==> src/rtl/if_id_skid_stage.sv <==
// if_id_skid_stage: IF/ID pipeline register with valid/ready handshake and a
// one-entry skid buffer so decode back-pressure never drops or duplicates a
// fetched word. In_Flush squashes every held and incoming word.
// Optional feature: define IFID_PREV_PC_EN to add Out_PrevPCAdder, which holds
// the PC+4 of the word that the current main-slot word replaced.
`timescale 1ns/1ps

module if_id_skid_stage #(
    parameter int                   INSTR_W   = 32,
    parameter int                   PC_W      = 32,
    parameter logic [INSTR_W-1:0]   NOP_INSTR = {INSTR_W{1'b0}}
) (
    input  logic                    Clock,
    input  logic                    Reset_n,
    input  logic                    In_Valid,
    output logic                    Out_Ready,
    input  logic [INSTR_W-1:0]      In_Instruction,
    input  logic [PC_W-1:0]         In_PCAdder,
    input  logic                    In_Flush,
    output logic                    Out_Valid,
    input  logic                    In_Ready,
    output logic [INSTR_W-1:0]      Out_Instruction,
    output logic [PC_W-1:0]         Out_PCAdder
`ifdef IFID_PREV_PC_EN
    ,
    output logic [PC_W-1:0]         Out_PrevPCAdder
`endif
);

    // Main slot: the word currently presented to decode.
    logic                   out_valid_q, out_valid_d;
    logic [INSTR_W-1:0]     out_instr_q, out_instr_d;
    logic [PC_W-1:0]        out_pc_q,    out_pc_d;

    // Skid slot: absorbs the one word fetch sent before it saw back-pressure.
    logic                   skid_full_q, skid_full_d;
    logic [INSTR_W-1:0]     skid_instr_q, skid_instr_d;
    logic [PC_W-1:0]        skid_pc_q,    skid_pc_d;

    logic                   accept_s;
    logic                   main_load_s;

    // Out_Ready depends only on the skid register, so In_Ready never reaches it combinationally.
    assign accept_s    = In_Valid & ~skid_full_q;
    assign main_load_s = ~out_valid_q | In_Ready;

    // Next-state for both slots: flush first, then main refill (skid before input), else skid capture.
    always_comb begin
        out_valid_d  = out_valid_q;
        out_instr_d  = out_instr_q;
        out_pc_d     = out_pc_q;
        skid_full_d  = skid_full_q;
        skid_instr_d = skid_instr_q;
        skid_pc_d    = skid_pc_q;
        if (In_Flush) begin
            // Squash everything; PC+4 is left as-is, instruction becomes a NOP.
            out_valid_d = 1'b0;
            skid_full_d = 1'b0;
            out_instr_d = NOP_INSTR;
        end else if (main_load_s) begin
            if (skid_full_q) begin
                // Older word waiting in the skid goes first to keep FIFO order.
                out_valid_d = 1'b1;
                out_instr_d = skid_instr_q;
                out_pc_d    = skid_pc_q;
                skid_full_d = 1'b0;
            end else if (accept_s) begin
                out_valid_d = 1'b1;
                out_instr_d = In_Instruction;
                out_pc_d    = In_PCAdder;
            end else begin
                // Nothing to present; data holds its last value.
                out_valid_d = 1'b0;
            end
        end else if (accept_s) begin
            // Main is stalled with a live word: park the incoming word in the skid.
            skid_full_d  = 1'b1;
            skid_instr_d = In_Instruction;
            skid_pc_d    = In_PCAdder;
        end else begin
            skid_full_d = skid_full_q;
        end
    end

    // State registers with synchronous active-low reset.
    always_ff @(posedge Clock) begin
        if (!Reset_n) begin
            out_valid_q  <= 1'b0;
            out_instr_q  <= NOP_INSTR;
            out_pc_q     <= {PC_W{1'b0}};
            skid_full_q  <= 1'b0;
            skid_instr_q <= NOP_INSTR;
            skid_pc_q    <= {PC_W{1'b0}};
        end else begin
            out_valid_q  <= out_valid_d;
            out_instr_q  <= out_instr_d;
            out_pc_q     <= out_pc_d;
            skid_full_q  <= skid_full_d;
            skid_instr_q <= skid_instr_d;
            skid_pc_q    <= skid_pc_d;
        end
    end

`ifdef IFID_PREV_PC_EN
    logic [PC_W-1:0]        prev_pc_q, prev_pc_d;
    logic                   new_word_s;

    assign new_word_s = ~In_Flush & main_load_s & (skid_full_q | accept_s);

    // Remember the PC+4 being replaced whenever the main slot takes a new word.
    always_comb begin
        prev_pc_d = prev_pc_q;
        if (new_word_s) begin
            prev_pc_d = out_pc_q;
        end else begin
            prev_pc_d = prev_pc_q;
        end
    end

    // Previous-PC register; cleared by reset only, untouched by flush.
    always_ff @(posedge Clock) begin
        if (!Reset_n) begin
            prev_pc_q <= {PC_W{1'b0}};
        end else begin
            prev_pc_q <= prev_pc_d;
        end
    end

    assign Out_PrevPCAdder = prev_pc_q;
`endif

    assign Out_Ready       = ~skid_full_q;
    assign Out_Valid       = out_valid_q;
    assign Out_Instruction = out_instr_q;
    assign Out_PCAdder     = out_pc_q;

endmodule

==> config.mk <==
export PLATFORM = sky130hd
export DESIGN_NAME = if_id_skid_stage
export DESIGN_NICKNAME = d
export VERILOG_FILES = /design/src/rtl/if_id_skid_stage.sv
export SDC_FILE = /design/constraint.sdc
export NUM_CORES = 1
export LEC_CHECK = 0
export BUFFER_PORTS_ARGS = -buffer_cell sky130_fd_sc_hd__buf_2
export CORE_MARGIN = 2
export CORE_UTILIZATION = 54
export DETAILED_ROUTE_END_ITERATION = 6
export PLACE_DENSITY = 0.81
export REMOVE_ABC_BUFFERS = 1
export SYNTH_ARGS = -nofsm -noshare
export SYNTH_HDL_FRONTEND = slang
export SYNTH_SLANG_ARGS = --single-unit
==> constraint.sdc <==
create_clock -name Clock -period 1.9 [get_ports Clock]
set_input_delay 0.19 -clock Clock [delete_from_list [all_inputs] [get_ports Clock]]
set_output_delay 0.19 -clock Clock [all_outputs]
set_load 0.1 [all_outputs]
==> impl_metrics.toml <==
[floorplanning]
die_w_um = 109
core_area_mm2 = 0.0107
start_util = 0.550
die-area_mm2 = 0.0118
die_y_um = 109
io_pins = 135
rows = 38

[yosys]
syn_area_mm2 = 0.00591
ys_ff_latch = 130
yosys.area.top_type = "dfxtp_1"
synth.area.top_cells = "dfxtp_1 (44%), mux2i_1 (22%), nand2_1 (12%), a211oi_2 (6.4%), mux2_2 (6.1%)"
seq_area_frac_synth = 0.440
synth.avg_cell_area_um2 = 9.65
synth_top_area_share = 0.440
yosys_warnings = 0
synthDistinctLibCells = 21
synthCells = 612

[placement]
dp.cells = 841
place_congestion = 0.744
hpwlAfterDp_um = 8610
portBuffers = 134

[detailed_routing]
dr_wl_met3_um = 970
drc_errors = 0
viasPerCell = 5.37
wire_per_inst_um = 16.0
drt_wl_total_um = 15000
first_pass_iters = 7
route.met2.wl_um = 7600
top_layer_used = "met4"
wl_met1_um = 6270
drtIter0Drc = 289
ant_nets = 0
via_count = 5035

[cells_and_area]
n_antenna_cell = 0
final_layout_size_suffix_gt1_frac = 0.303
ff_latch_area_mm2 = 0.00261
final_cells = 938
multiInputGateArea_mm2 = 0.00299
syn2layout_area_growth_pct = 32.7
nFillCells = 761
layout.nets = 854

[grt]
antenna_found_initial = 0
grt_pass1_vias = 4950
grt_usage = 0.259
grt-ovfl-total = 0
grt_max_degree = 153
grt_pass1_wl_um = 23700

[pwr]
power.leakage_nw = 3.27
power_density_mw_per_mm2 = 932
max-vdd-ir-drop_mv = 0.552

[sta]
relSlewSlack = 0.621
finalHoldViolCount = 0
timing.hold.ws_ns = 0.256
tightest_slew_ns = 0.569
period_minus_slack_ns = 1.82
timing.fmax_mhz = 549
finClkSkew_ns = 0.00857
fin_crit_sh = 0.958
grt_setup_unrepaired = "no"
setup_viol = 0
finalMaxSlewViolations = 0

[clocking]
cts_tree = "built"
cts_buffers = 17
cts_buffer_depth = 2
htreeDepth = 4
post-cts-setup-buffers = 0
numClockSinks = 130
cts.clk_slew.worst_paths_ns = 0.06
cts_root_buf = "clkbuf_8"
clk-insertion-delay-late_ns = 0.52

[hold_path]
min_path_type = "in -> reg"

[setup_path]
slowest_stage = "dfxtp_4"
crit_fanout = 41
critPathTopFamily = "buffers and inverters"
arrival_ns = 1.63
cp.required_ns = 1.71
crit_buf_inv = 3
path_cells = "clkbuf_8 > inv_1 > clkbuf_4"
start_kind = "register"
end_kind = "output pin"
max_stage_delay_ns = 0.37
crit_type = "reg -> out"

[run_status]
outcome = "completed"

[job]
maxCapViolations = 0
-- worst reg2reg max path, stage by stage, from the launching register on --
cell and delay [ns]:
dfxtp_1 0.32, nand2b_1 0.15, nor4b_4 0.39, buf_12 0.29, mux2i_1 0.29
-- per-stage QoR --
stage | util | TNS, ns | area (um^2) | setup WS [ns] | total power, mW
floorplan | - | -516.28 | 5580 | -5.55 | 3.69
global placement | 0.612 | 0 | 6580 | 0.208 | 3.95
detailed placement | 0.612 | 0 | 6580 | 0.148 | 3.97
CTS | 0.729 | 0 | 7840 | 0.0486 | 7.33
global route | 0.730 | 0 | 7840 | 0.0107 | 7.56
finish | 0.730 | 0 | 7840 | 0.0789 | 7.31
-- layout make-up --
type | count | share of cell area
clock buffer | 20 | 0.0568
clock inverter | 12 | 0.0201
inverter | 1 | 0.000479
multi-input combinational | 425 | 0.381
sequential | 130 | 0.332
tap | 140 | 0.0223
timing repair buffer | 210 | 0.187
-- path summary, 6_finish.rpt --
kind	from	to	slack (ns)	cells after the start
worst max-delay path	skid_full_q	Out_Ready	0.08	3
worst min-delay path	In_Flush	skid_instr_q[8]	0.26	4
worst max register to register	Out_Valid	skid_pc_q[23]	0.38	4
worst min register to register	skid_pc_q[30]	skid_pc_q[30]	0.46	2
-- flip-flops by register name, indices dropped and copies added, names as in the netlist --
register,count
Out_Instruction,32
Out_PCAdder,32
skid_instr_q,32
skid_pc_q,32
Out_Valid,1
skid_full_q,1
-- cells by family (layout without fill, tap and decap cells) --
group	count (synthesis)	count (layout)	synth area share
AND/OR/NAND/NOR	200	200	0.132
multiplexers	160	160	0.278
flip-flops	130	130	0.440
AO/OA/AOI/OAI	65	65	0.0940
buffers and inverters	57	243	0.0561
-- Yosys cell counts --
cell / instances
nand2_1: 192
dfxtp_1: 130
mux2i_1: 128
a21oi_1: 33
mux2_2: 32
a211oi_2: 30
clkbuf_1: 30
buf_6: 13
buf_2: 9
a211oi_1: 2
buf_4: 2
nand2b_1: 2
and2_1: 1
buf_1: 1
clkbuf_2: 1
inv_1: 1
nand3b_1: 1
nor2_1: 1
nor3_1: 1
nor4b_2: 1
or2_1: 1
-- power by group --
group / total (mW) / switching [mW] / leakage [nW] / internal (mW)
registers: 2.85 / 0.0474 / 1.06 / 2.80
logic: 1.19 / 0.839 / 1.93 / 0.346
clock network: 3.27 / 1.20 / 0.287 / 2.07
total: 7.31 / 2.09 / 3.27 / 5.22
-- repair_timing --
item | in CTS | in global routing
pin swaps | 0 | 0
gates resized for setup | 1 | 3
gates cloned | 0 | 0
hold endpoints to repair | 66 | 0
hold buffers | 65 | 0
setup endpoints to repair | 1 | 5
-- routing by layer --
metal,up-vias,global-route usage
met2,188,0.467
met1,2402,0.299
met5,-,0
li1,2425,-
met4,0,0.0733
met3,20,0.0693
-- cells in the final DEF (no fill, tap or decap) --
cell type,count
a211oi_1,2
a211oi_2,30
a21oi_1,33
and2_4,1
buf_12,4
buf_2,132
buf_4,7
bufinv_16,3
clkbuf_1,1
clkbuf_16,16
clkbuf_4,1
clkbuf_8,4
clkinv_2,2
clkinv_4,4
clkinvlp_4,3
dfxtp_1,129
dfxtp_4,1
dlygate4sd3_1,65
inv_1,1
mux2_2,32
mux2i_1,128
nand2_1,192
nand2b_1,1
nand2b_2,1
nand3b_1,1
nor2_1,1
nor3_1,1
nor4b_4,1
or2_1,1
(Power assumes the default switching activity.)
